--- config.mk ---
export PLATFORM = sky130hd
export DESIGN_NAME = instr_exec_unit
export DESIGN_NICKNAME = d
export VERILOG_FILES = /design/src/rtl/instr_exec_unit.sv
export SDC_FILE = /design/constraint.sdc
export NUM_CORES = 1
export LEC_CHECK = 0
export BUFFER_PORTS_ARGS = -buffer_cell sky130_fd_sc_hd__buf_4
export CAP_MARGIN = 0
export CORE_MARGIN = 5
export CORE_UTILIZATION = 50
export CTS_CLUSTER_DIAMETER = 80
export DETAILED_ROUTE_END_ITERATION = 8
export PLACE_DENSITY = 0.69
export SLEW_MARGIN = 20
export SYNTH_ARGS = -nofsm -noshare
export SYNTH_HDL_FRONTEND = slang
export SYNTH_SLANG_ARGS = --single-unit
--- constraint.sdc ---
create_clock -name clk -period 9.55 [get_ports clk]
set_input_delay 0 -clock clk [delete_from_list [all_inputs] [get_ports clk]]
set_output_delay 0 -clock clk [all_outputs]
set_load 0.1 [all_outputs]
--- src/rtl/instr_exec_unit.sv ---
// Execution stage: single-cycle ZERO/PASS/ADD/SUB, iterative shift-add multiply and
// restoring divide/modulo, result returned on a valid/ready port tagged with its source.
module instr_exec_unit #(
   parameter int OP_W  = 32,
   parameter int RES_W = 64,
   parameter int CNT_W = 16
) (
   input  logic             clk,
   input  logic             reset,
   input  logic             in_valid,
   output logic             in_ready,
   input  logic [3:0]       in_opc,
   input  logic [OP_W-1:0]  in_op_a,
   input  logic [OP_W-1:0]  in_op_b,
   input  logic [4:0]       in_tag,
   output logic             out_valid,
   input  logic             out_ready,
   output logic [RES_W-1:0] out_result,
   output logic [4:0]       out_tag,
   output logic             out_err,
   output logic [CNT_W-1:0] op_count
);

   localparam int CW = $clog2(OP_W);

   localparam logic [3:0] OPC_ZERO  = 4'd0;
   localparam logic [3:0] OPC_PASSA = 4'd1;
   localparam logic [3:0] OPC_PASSB = 4'd2;
   localparam logic [3:0] OPC_ADD   = 4'd3;
   localparam logic [3:0] OPC_SUB   = 4'd4;
   localparam logic [3:0] OPC_MULT  = 4'd5;
   localparam logic [3:0] OPC_DIV   = 4'd6;
   localparam logic [3:0] OPC_MOD   = 4'd7;

   typedef enum logic [1:0] {S_IDLE, S_ITER, S_FIXUP, S_DONE} state_t;

   state_t            r_state;
   state_t            w_state_nxt;
   logic [3:0]        r_opc;
   logic [CW-1:0]     r_cnt;
   logic [OP_W-1:0]   r_mag_b;
   logic [RES_W-1:0]  r_acc;
   logic              r_neg_res;

   logic              w_accept;
   logic              w_b_zero;
   logic              w_is_divmod;
   logic              w_iter_op;
   logic              w_fast_err;
   logic [RES_W-1:0]  w_a_ext;
   logic [RES_W-1:0]  w_b_ext;
   logic [RES_W-1:0]  w_fast_res;
   logic [OP_W-1:0]   w_mag_a;
   logic [OP_W-1:0]   w_mag_b;
   logic [OP_W-1:0]   w_mul_add;
   logic [OP_W:0]     w_mul_sum;
   logic [RES_W-1:0]  w_mul_nxt;
   logic [OP_W:0]     w_div_rs;
   logic              w_div_ge;
   logic [OP_W-1:0]   w_div_sub;
   logic [OP_W-1:0]   w_div_rem;
   logic [RES_W-1:0]  w_div_nxt;
   logic [RES_W-1:0]  w_mag_res;
   logic [RES_W-1:0]  w_fix_res;

   assign in_ready  = (r_state == S_IDLE);
   assign out_valid = (r_state == S_DONE);

   assign w_accept    = in_valid & in_ready;
   assign w_b_zero    = (in_op_b == {OP_W{1'b0}});
   assign w_is_divmod = (in_opc == OPC_DIV) || (in_opc == OPC_MOD);
   assign w_iter_op   = (in_opc == OPC_MULT) || (w_is_divmod && !w_b_zero);
   assign w_fast_err  = in_opc[3] || (w_is_divmod && w_b_zero);

   assign w_a_ext = {{(RES_W-OP_W){in_op_a[OP_W-1]}}, in_op_a};
   assign w_b_ext = {{(RES_W-OP_W){in_op_b[OP_W-1]}}, in_op_b};
   assign w_mag_a = in_op_a[OP_W-1] ? -in_op_a : in_op_a;
   assign w_mag_b = in_op_b[OP_W-1] ? -in_op_b : in_op_b;

   // Shift-add multiply: multiplier sits in the low half and shifts out LSB first.
   assign w_mul_add = r_acc[0] ? r_mag_b : {OP_W{1'b0}};
   assign w_mul_sum = {1'b0, r_acc[RES_W-1:OP_W]} + {1'b0, w_mul_add};
   assign w_mul_nxt = {w_mul_sum, r_acc[OP_W-1:1]};

   // Restoring divide: remainder in the high half, quotient bits enter at the LSB.
   assign w_div_rs  = r_acc[RES_W-1:OP_W-1];
   assign w_div_ge  = (w_div_rs >= {1'b0, r_mag_b});
   assign w_div_sub = w_div_rs[OP_W-1:0] - r_mag_b;
   assign w_div_rem = w_div_ge ? w_div_sub : w_div_rs[OP_W-1:0];
   assign w_div_nxt = {w_div_rem, r_acc[OP_W-2:0], w_div_ge};

   // Single-cycle result selection.
   always_comb begin
      w_fast_res = {RES_W{1'b0}};
      case (in_opc)
         OPC_ZERO:  w_fast_res = {RES_W{1'b0}};
         OPC_PASSA: w_fast_res = w_a_ext;
         OPC_PASSB: w_fast_res = w_b_ext;
         OPC_ADD:   w_fast_res = w_a_ext + w_b_ext;
         OPC_SUB:   w_fast_res = w_a_ext - w_b_ext;
         default:   w_fast_res = {RES_W{1'b0}};
      endcase
   end

   // Sign fixup of the unsigned iterative result.
   always_comb begin
      w_mag_res = r_acc;
      if (r_opc == OPC_DIV) begin
         w_mag_res = {{(RES_W-OP_W){1'b0}}, r_acc[OP_W-1:0]};
      end else if (r_opc == OPC_MOD) begin
         w_mag_res = {{(RES_W-OP_W){1'b0}}, r_acc[RES_W-1:OP_W]};
      end else begin
         w_mag_res = r_acc;
      end
      w_fix_res = r_neg_res ? -w_mag_res : w_mag_res;
   end

   // State register.
   always_ff @(posedge clk) begin
      if (reset) begin
         r_state <= S_IDLE;
      end else begin
         r_state <= w_state_nxt;
      end
   end

   // Next-state logic.
   always_comb begin
      w_state_nxt = r_state;
      case (r_state)
         S_IDLE: begin
            if (w_accept) begin
               w_state_nxt = w_iter_op ? S_ITER : S_DONE;
            end else begin
               w_state_nxt = S_IDLE;
            end
         end
         S_ITER: begin
            if (r_cnt == CW'(OP_W-1)) begin
               w_state_nxt = S_FIXUP;
            end else begin
               w_state_nxt = S_ITER;
            end
         end
         S_FIXUP: w_state_nxt = S_DONE;
         S_DONE: begin
            if (out_ready) begin
               w_state_nxt = S_IDLE;
            end else begin
               w_state_nxt = S_DONE;
            end
         end
         default: w_state_nxt = S_IDLE;
      endcase
   end

   // Datapath, output and counter registers.
   always_ff @(posedge clk) begin
      if (reset) begin
         r_opc      <= 4'd0;
         r_cnt      <= {CW{1'b0}};
         r_mag_b    <= {OP_W{1'b0}};
         r_acc      <= {RES_W{1'b0}};
         r_neg_res  <= 1'b0;
         out_result <= {RES_W{1'b0}};
         out_tag    <= 5'd0;
         out_err    <= 1'b0;
         op_count   <= {CNT_W{1'b0}};
      end else begin
         case (r_state)
            S_IDLE: begin
               if (w_accept) begin
                  r_opc     <= in_opc;
                  out_tag   <= in_tag;
                  out_err   <= w_fast_err;
                  r_cnt     <= {CW{1'b0}};
                  r_mag_b   <= w_mag_b;
                  r_neg_res <= (in_opc == OPC_MOD) ? in_op_a[OP_W-1]
                                                   : (in_op_a[OP_W-1] ^ in_op_b[OP_W-1]);
                  if (w_iter_op) begin
                     r_acc <= {{(RES_W-OP_W){1'b0}}, w_mag_a};
                  end else begin
                     out_result <= w_fast_res;
                  end
               end
            end
            S_ITER: begin
               r_acc <= (r_opc == OPC_MULT) ? w_mul_nxt : w_div_nxt;
               r_cnt <= r_cnt + CW'(1);
            end
            S_FIXUP: out_result <= w_fix_res;
            S_DONE: begin
               if (out_ready) begin
                  op_count <= op_count + CNT_W'(1);
               end
            end
            default: ;
         endcase
      end
   end

endmodule

Word level (Yosys, flattened, before mapping) --
Cells that the tools add are included.
Storage, ports and cells: bits in registers 194, input bits 77, output and inout port bits 88, logic and storage cells 77
Cells by class: add/subtract/negate cells 9, order comparisons 1, equality and inequality tests 17, multiplexer cells 23, bitwise operators 2, reduce and logical (&&, ||, !) cells 15
Operators with widths (count):
- $mux 64 | 8
- $pmux 64 s2 | 2
- $pmux 64 s4 | 1
- $mux 32 | 4
- $add 32x32->33 | 2
- $neg 32->32 | 2
- $neg 64->64 | 1
- $ge 33x32->1 | 1
- $sub 32x32->33 | 1
- $logic_not 32->1 | 1
- $sub 32x32->32 | 1
- $eq 4x3->1 const B | 7
- $add 16x1->16 const B | 1
- $pmux 5 s2 | 1
- $eq 4x2->1 const B | 2
- $mux 2 | 4
- $pmux 2 s4 | 1
- $reduce_and 2->1 | 3
- $reduce_and 3->1 | 2
- $add 5x1->5 const B | 1
- $eq 5x5->1 const B | 1
- $mux 5 | 1
- $eq 2x2->1 const B | 2
- $eq 4x1->1 const B | 1
- other kinds (11) | 16

Longest topological paths before layout --
Gate-level depths: netlist (run 1).
depth after elaboration 7, depth in mapped cells 22, gate-level depth less buffers 20

Worst setup path before layout (run 1) --
No wires, ideal clock.
path type input to register, start point in in_op_b[13], end point reg out_result[52], setup time 0.071 ns, arrival time 3.946 ns, data required time 9.479 ns, slack 5.533 ns, cell stages on the path 19, buffers on the path 4, cell sequence buf_2 -> or4_1 -> nand2b_1 -> or3_1 -> or3_1 -> clkbuf_1 -> o31ai_1 -> xor2_1 -> ha_1 -> clkbuf_1 -> a21o_1 -> or3_1 -> o211ai_1 -> nand3_1 -> xnor2_1 -> a21boi_2 -> buf_4 -> o21bai_1 -> a21oi_1
On the way: cells in the longest elaborated chain, start to end 6, elaborated cells between the ends (all ways) 12, those cells by class 2 x add/sub; 1 x eq/ne; 4 x mux; 5 x reduce/logical
Ends and longest elaborated chain:
- from (decl) | RTL line 14 | input logic [OP_W-1:0] in_op_b,
- parallel branches: the longest is 6 deep, another holds $sub 32x32->33
- to (signal assigned) | RTL line 165 | out_result <= {RES_W{1'b0}};
- to (signal assigned) | RTL line 183 | out_result <= w_fast_res;
- to (signal assigned) | RTL line 191 | S_FIXUP: out_result <= w_fix_res;
- to (decl) | RTL line 18 | output logic [RES_W-1:0] out_result,
Several ways; the timed one is not identified. The select of a mux whose other input is x is not followed. A chain may end at the register's enable or synchronous reset.

Worst setup path after layout (run 1) --
start point in in_op_b[1], end point reg out_result[52]
The elaborated chain is that of the path after synthesis.

==> run metrics, run 1 <==
via count=20300; CP endpoint kind=register; synthesized cell area=18700 sq um; fraction of registers with async set/reset=0%; Syn Inst Count=2619; hold crit path type=in -> reg; run status=completed; Cells after DPL=slightly above 3000; Leakage Power=~8.6 nW; Die Y=203 um; Bufs on Longest Clock Path=2; WP data arrival=5.31 ns; largest net degree at the start of global routing=82; Rel. slew slack=28.6%; crit path kind=in -> reg; CP max stage cell=dlygate4sd3_1; GR Util All Layers=34.3%; vias in the first global route=18900; setup bufs post-CTS=0; CTS clk-pin slew, worst paths=about 0.080 ns; Area Overhead vs Synth=11.9%; Tmin final=4.99 ns; RSZ-0062 raised after global routing=no; CTS root buf=clkbuf_16; Die W=just over 200 um; final setup fails=0; max_cap viols=0; clk_lat worst skew=0.47 ns; GP Congestion=0.977; fin. max-slew vios=0; CP Cell Sequence=dlygate4sd3_1 > buf_4 > inv_1 > ha_1 > nor3b_1 > and4_1 > nand2b_1 > or3_1 > or3_1 > o31ai_1 > xor2_1 > ha_1 > nand2_1 > nor2_1 > and3_1 > and3_1 > o211ai_1 > nand3_1 > xnor2_1 > a21boi_2 > buf_4 > o21bai_1 > a21oi_1; Boundary Pins=165; CTS tree=built; post-place setup slack=4.76 ns; Worst Path Max Fanout=32; row count=70; CTS Buf Count=17; FMAX=201 MHz; VDD IR-drop max=148 uV; initial antenna violation count=0; antenna-violating nets left=0; router iterations before antenna repair=9; Starting Density=roughly half; CTS H-tree lvls=4; fraction of layout cells with a size suffix above 1=10.9%; # DRC=0; total grt overflow=0; Seq/Total Area, Yosys=between 20% and 30%; Detailed Place HPWL=55.3 mm; Cell Pwr Density=217 nW/um^2; Final period util=52.2%; Port Buf Inserts=164; Most used DFF post-synth=dfxtp_1; Setup TNS Final=0 ns; Tightest Pin Transition=1.07 ns; Num Clock Sinks=between 150 and 200; drt wl/cell=about 23 um; Yosys warning count=0; Die ar.=41300 sq um; syn nets=2802; Critical Path Start Type=primary input; final wirelength=between 70 and 80 mm; final hold vios=0; Post-synth EDFFs=0; WP data required=9.88 ns; Clock Skew=0.0179 ns; Layout fillers=3516; Avg Vias per Cell=6.45; post-route insts no fill=around 3100; Starting DRT DRC Count=2465; Core Footprint=36700 sq um; n_diodes=0; first-pass GRT wire length=112 mm; Worst Slack Setup Final=between 4 and 5 ns; Largest stage delay, worst path=0.56 ns; syn_area_per_cell=7.13 sq um; Nets=2847; #FFs+latches synth=roughly 190; Unique masters post-synth=90
[worst max-delay path, delay by kind of cell]
| family | cells | cell delay, ns |
|---|---|---|
| AOI/OAI and AO/OA | 5 | 0.82 |
| xor gates and xnor gates | 2 | 0.40 |
| adders and majority gates | 2 | 0.55 |
| buffers and inverters | 4 | 1.14 |
| and+or+nand+nor | 10 | 2.37 |
[placed cells by master (no fill, tap or decap), types with 43 or more instances in the layout]
cell type  synthesis  routed
a211oi_1          80      80
ha_1             103     103
dfxtp_1          194     193
nor3_1            80      79
xnor2_1           99      99
o21ai_0          156     156
nor2_1           289     286
xor2_1           123     123
a21oi_1          223     222
nand2_1          294     294
buf_4              1     201
and2_1            44      43
mux2i_1           54      54
nand3_1           69      69
a21o_1            60      60
inv_1             62      62
[where the power goes]
part | switching, mW | internal, mW
sequential | 0.201 | 0.906
combinational | 1.71 | 0.953
clock | 0.410 | 0.363
[cell usage after synthesis, types with 6 or more instances]
cell | n | share of area, %
o22ai_1 | 17 | 0.57
nand2b_1 | 29 | 0.97
and3_1 | 24 | 0.80
nor2b_1 | 14 | 0.47
and4_1 | 7 | 0.33
buf_2 | 26 | 0.70
mux2i_1 | 54 | 2.9
dfxtp_1 | 194 | 21
nor3_1 | 80 | 2.1
a211oi_1 | 80 | 3.2
a31oi_1 | 16 | 0.54
or3_1 | 20 | 0.67
a311oi_1 | 21 | 0.99
ha_1 | 103 | 6.9
a222oi_1 | 16 | 0.86
o221ai_1 | 12 | 0.56
nand3b_1 | 6 | 0.24
a21oi_1 | 223 | 6.0
o21a_1 | 12 | 0.48
o211ai_1 | 13 | 0.52
nor4_1 | 26 | 0.87
or4_1 | 12 | 0.48
a21o_1 | 60 | 2.4
a221oi_1 | 6 | 0.28
inv_1 | 62 | 1.2
clkbuf_1 | 157 | 3.2
o31ai_1 | 42 | 1.7
and2_1 | 44 | 1.5
xor2_1 | 123 | 5.8
or2_2 | 9 | 0.30
o41ai_1 | 7 | 0.33
o2111ai_1 | 7 | 0.33
nand4_1 | 28 | 0.94
nand2_1 | 294 | 5.9
xnor2_1 | 99 | 4.6
buf_1 | 14 | 0.28
o21bai_1 | 27 | 1.1
o21ai_0 | 156 | 4.2
nand3_1 | 69 | 1.8
nor2_1 | 289 | 5.8
a22oi_1 | 21 | 0.84
[logic make-up (layout without fill, tap and decap cells)]
kind of cell,count (synthesis),after routing,synth area share [%]
buffers and inverters,262,320,5.51
flip-flops,194,194,20.8
AND/OR/NAND/NOR,983,983,25.1
multiplexers,61,61,3.32
adder cells (fa/ha/maj),106,106,7.23
XOR/XNOR,222,222,10.4
AO/OA/AOI/OAI,791,791,27.7
[what timing repair did]
item	4_1_cts	5_1_grt
hold buffers	25	0
gates resized for setup	0	0
endpoints found under the setup margin	0	0
endpoints found under the hold margin	26	0
[sequential cells by signal (all words and copies together) (netlist names)]
register and cells:
op_count 16, out_err 1, out_result 64, out_tag 5, r_acc 64, r_cnt 5
r_mag_b 32, r_neg_res 1, r_opc 4, r_state 2
[layout make-up]
| cell class | count | area (sq um) | share of cell area (%) |
|---|---|---|---|
| tap | 468 | 586 | 2.80 |
| timing repair buffer | 226 | 1760 | 8.42 |
| clock buffer | 17 | 425 | 2.04 |
| inverter | 62 | 233 | 1.11 |
| sequential | 194 | 3880 | 18.6 |
| multi-input combinational | 2163 | 13800 | 66.0 |
| clock inverter | 15 | 206 | 0.988 |
[layer usage]
layer / track usage, % / vias to the layer above / wire, um
met3: 6.03 / 159 / 6560
li1: - / 9570 / -
met4: 13.5 / 0 / 3090
met1: 47.1 / 9467 / 31300
met5: 0 / - / 0
met2: 53.7 / 1082 / 32500
[through the flow]
stage | utilization (%) | total power, mW | area [sq um] | hold slack [ns]
floorplan | - | 2.99 | 18700 | 0.136
global placement | 54.5 | 3.67 | 20000 | 0.248
detailed placement | 54.5 | 3.69 | 20000 | 0.261
CTS | 56.9 | 4.48 | 20900 | 0.00181
global route | 56.9 | 4.80 | 20900 | 0.0202
finish | 56.9 | 4.54 | 20900 | 0.0177
[path summary, 6_finish.rpt]
kind / start / to / slack, ns / cells past startpoint
hold / removal: out_ready / r_state[0] / 0.02 / 3
setup reg to reg: r_opc[0] / out_result[62] / 4.94 / 14
hold reg to reg: out_tag[3] / out_tag[3] / 0.46 / 2
setup / recovery: in_op_b[1] / out_result[52] / 4.56 / 23
(Power assumes the default switching activity.)
==> inputs of run 2 (changes only) <==
- clock period: 9.55 -> 4.9 ns (I/O delays scaled with it)
==> run 2 against run 1 <==
Worst setup slack got worse by 4.4 ns. Clock skew barely moved. Clock-buffer cell count did not move. Die area did not move. Sequential cell count did not move. Utilization rose by 0.65 points. Hold slack improved by 0.013 ns. First-iteration DRC count fell by 1.9%. Design area rose by 1.1%. Combinational power rose by 100%. Critical path type unchanged. Highest routed layer is now met5.
==> run metrics, run 2 (same netlist as run 1, synthesis figures left out) <==
Cell Pwr Density=roughly 430 nW/um^2; Area Overhead vs Synth=13.2%; GP Congestion=0.992; hold crit path type=in -> reg; combinational share of power=59.8%; fraction of layout cells with a size suffix above 1=a little under an eighth; R2R cell count=13; FF-to-FF End=out_result[62]; Die ar.=41300 sq um; Rel. slew slack=a little under a third; clk_lat worst skew=~0.47 ns; final setup fails=0; WP data required=5.22 ns; Port Buf Inserts=164; Clock Skew=about 0.018 ns; Sw Ratio=around half; setup bufs post-CTS=0; Tightest Pin Transition=1.04 ns; Tmin final=4.69 ns; VDD IR-drop max=about 390 uV; commonest non-fill, non-tap cell in the layout=nand2_1; # DRC=0; Starting Density=50.9%; WP data arrival=approximately 5.0 ns; worst path buffer plus inverter count=4; CP top delay family=simple AND/OR/NAND/NOR gates; Boundary Pins=165; Worst R2R Start=r_opc[1]; CTS Buf Count=17; initial antenna violation count=1; Nets=roughly 2900; RSZ-0062 raised after global routing=no; run status=completed; Cells after DPL=3114; final wirelength=74.1 mm; Num Clock Sinks=about 190; max_cap viols=0; clock power share=16.9%; sequential share of power=23.3%; Detailed Place HPWL=56.8 mm; Avg Vias per Cell=approximately 6.4; final hold vios=0; crit path kind=in -> reg; CTS tree=built; Setup TNS Final=0 ns; total grt overflow=0; Starting DRT DRC Count=2419; Core Footprint=36700 sq um; FMAX=213 MHz; Critical Path Start Type=primary input; row count=70; fin. max-slew vios=0; Worst Path Max Fanout=32; CP Cell Sequence=dlygate4sd3_1 > buf_4 > inv_1 > ha_1 > nor3b_2 > and4_2 > nand2b_1 > or3_1 > or3_4 > o31ai_1 > xor2_1 > ha_1 > nand2_1 > nor2_1 > and3_1 > and3_1 > o211ai_1 > nand3_1 > xnor2_1 > a21boi_2 > buf_12 > o21bai_1 > a21oi_1; hold path start=in_op_b[6]; vias in the first global route=19000; CP endpoint kind=register; CTS clk-pin slew, worst paths=0.09 ns; biggest regs=out_result: 64 flops, r_acc: 64 flops, r_mag_b: 32 flops; antenna-violating nets left=0; router iterations before antenna repair=7; Bufs on Longest Clock Path=2; FF-to-FF setup slack=around 0.70 ns; first-pass GRT wire length=approximately 110 mm; most frequent cells in the layout=nand2_1 (294), nor2_1 (284), buf_4 (225); Worst Hold End=r_mag_b[6]; drt wl/cell=23.3 um; cell count of the worst hold path=3; GR Util All Layers=approximately 35%; Leakage Power=8.75 nW; CP max stage cell=dlygate4sd3_1; Die W=203 um; via count=between 20000 and 25000; largest net degree at the start of global routing=92; Largest stage delay, worst path=0.54 ns; CTS H-tree lvls=4; Die Y=roughly 200 um; Final period util=95.7%; post-route insts no fill=3172; P_int=4.42 mW; CTS root buf=clkbuf_16; Switch Pwr=4.60 mW
## run 2: cell types whose count changed in the layout (fill, tap and decap cells not counted), sizes merged
| cell | previous run | this run |
|---|---|---|
| diode | 0 | 1 |
| clkinvlp | 0 | 1 |
| buf | 201 | 227 |
| inv | 68 | 72 |
| clkinv | 9 | 4 |
## run 2: area by class of cell
type	instances	area [sq um]
Clock buffer	17	425
Sequential cell	194	3880
Multi-Input combinational cell	2163	13800
Inverter	62	233
Timing Repair Buffer	252	1980
Clock inverter	15	208
Tap cell	468	586
Fill cell	3502	15600
Antenna cell	1	2.50
## run 2: worst min-delay path, stage by stage
cell	delay (ns)
buf_4	0.13
xor2_1	0.22
a211oi_1	0.10
## run 2: timing repair
| action | in CTS | in global routing |
|---|---|---|
| hold endpoints to repair | 23 | 0 |
| hold buffers | 25 | 0 |
| gates resized for setup | 0 | 4 |
| setup endpoints to repair | 0 | 34 |
## run 2: stage by stage
| stage | hold slack (ns) | worst slack, ns | utilization, % | total power, mW | area, sq um |
|---|---|---|---|---|---|
| 2_1_floorplan | 0.136 | 0.883 | - | 5.83 | 18700 |
| 3_3_place_gp | 0.248 | 0.352 | 55.1 | 7.29 | 20200 |
| 3_5_place_dp | 0.256 | 0.231 | 55.1 | 7.34 | 20200 |
| 4_1_cts | 0.00996 | 0.153 | 57.6 | 8.90 | 21100 |
| 5_1_grt | 0.0257 | 0.00605 | 57.6 | 9.51 | 21100 |
| 6_report | 0.0311 | 0.212 | 57.6 | 9.02 | 21100 |
## run 2: routing by layer
layer / routed length (um) / share of wire (%) / global-route usage [%] / up-vias
met5: 15 / 0.020 / 0 / -
met4: 3930 / 5.3 / 15.5 / 2
met3: 6380 / 8.6 / 4.90 / 192
met2: 32000 / 43 / 53.8 / 1062
met1: 31700 / 43 / 47.7 / 9468
li1: - / - / - / 9596
## run 2: how the worst max path moves through the flow
stage / from / to / slack [ns] / cells past startpoint
final: in_op_b[1] / out_result[60] / 0.21 / 23
after floorplan: in_op_b[13] / out_result[52] / 0.88 / 19
after CTS: in_op_b[1] / out_result[60] / 0.15 / 23
after detailed placement: in_op_b[1] / out_result[62] / 0.23 / 22
after global routing: in_op_b[2] / out_result[60] / 0.006 / 22
after global placement: in_op_b[1] / out_result[62] / 0.35 / 22
## run 2: power groups by stage
stage	clock network, mW	logic, mW	registers (mW)
after floorplan	0	3.46	2.37
after global placement	0	5.18	2.11
after detailed placement	0	5.22	2.12
after CTS	1.55	5.28	2.08
after global routing	1.61	5.79	2.11
final	1.53	5.39	2.10
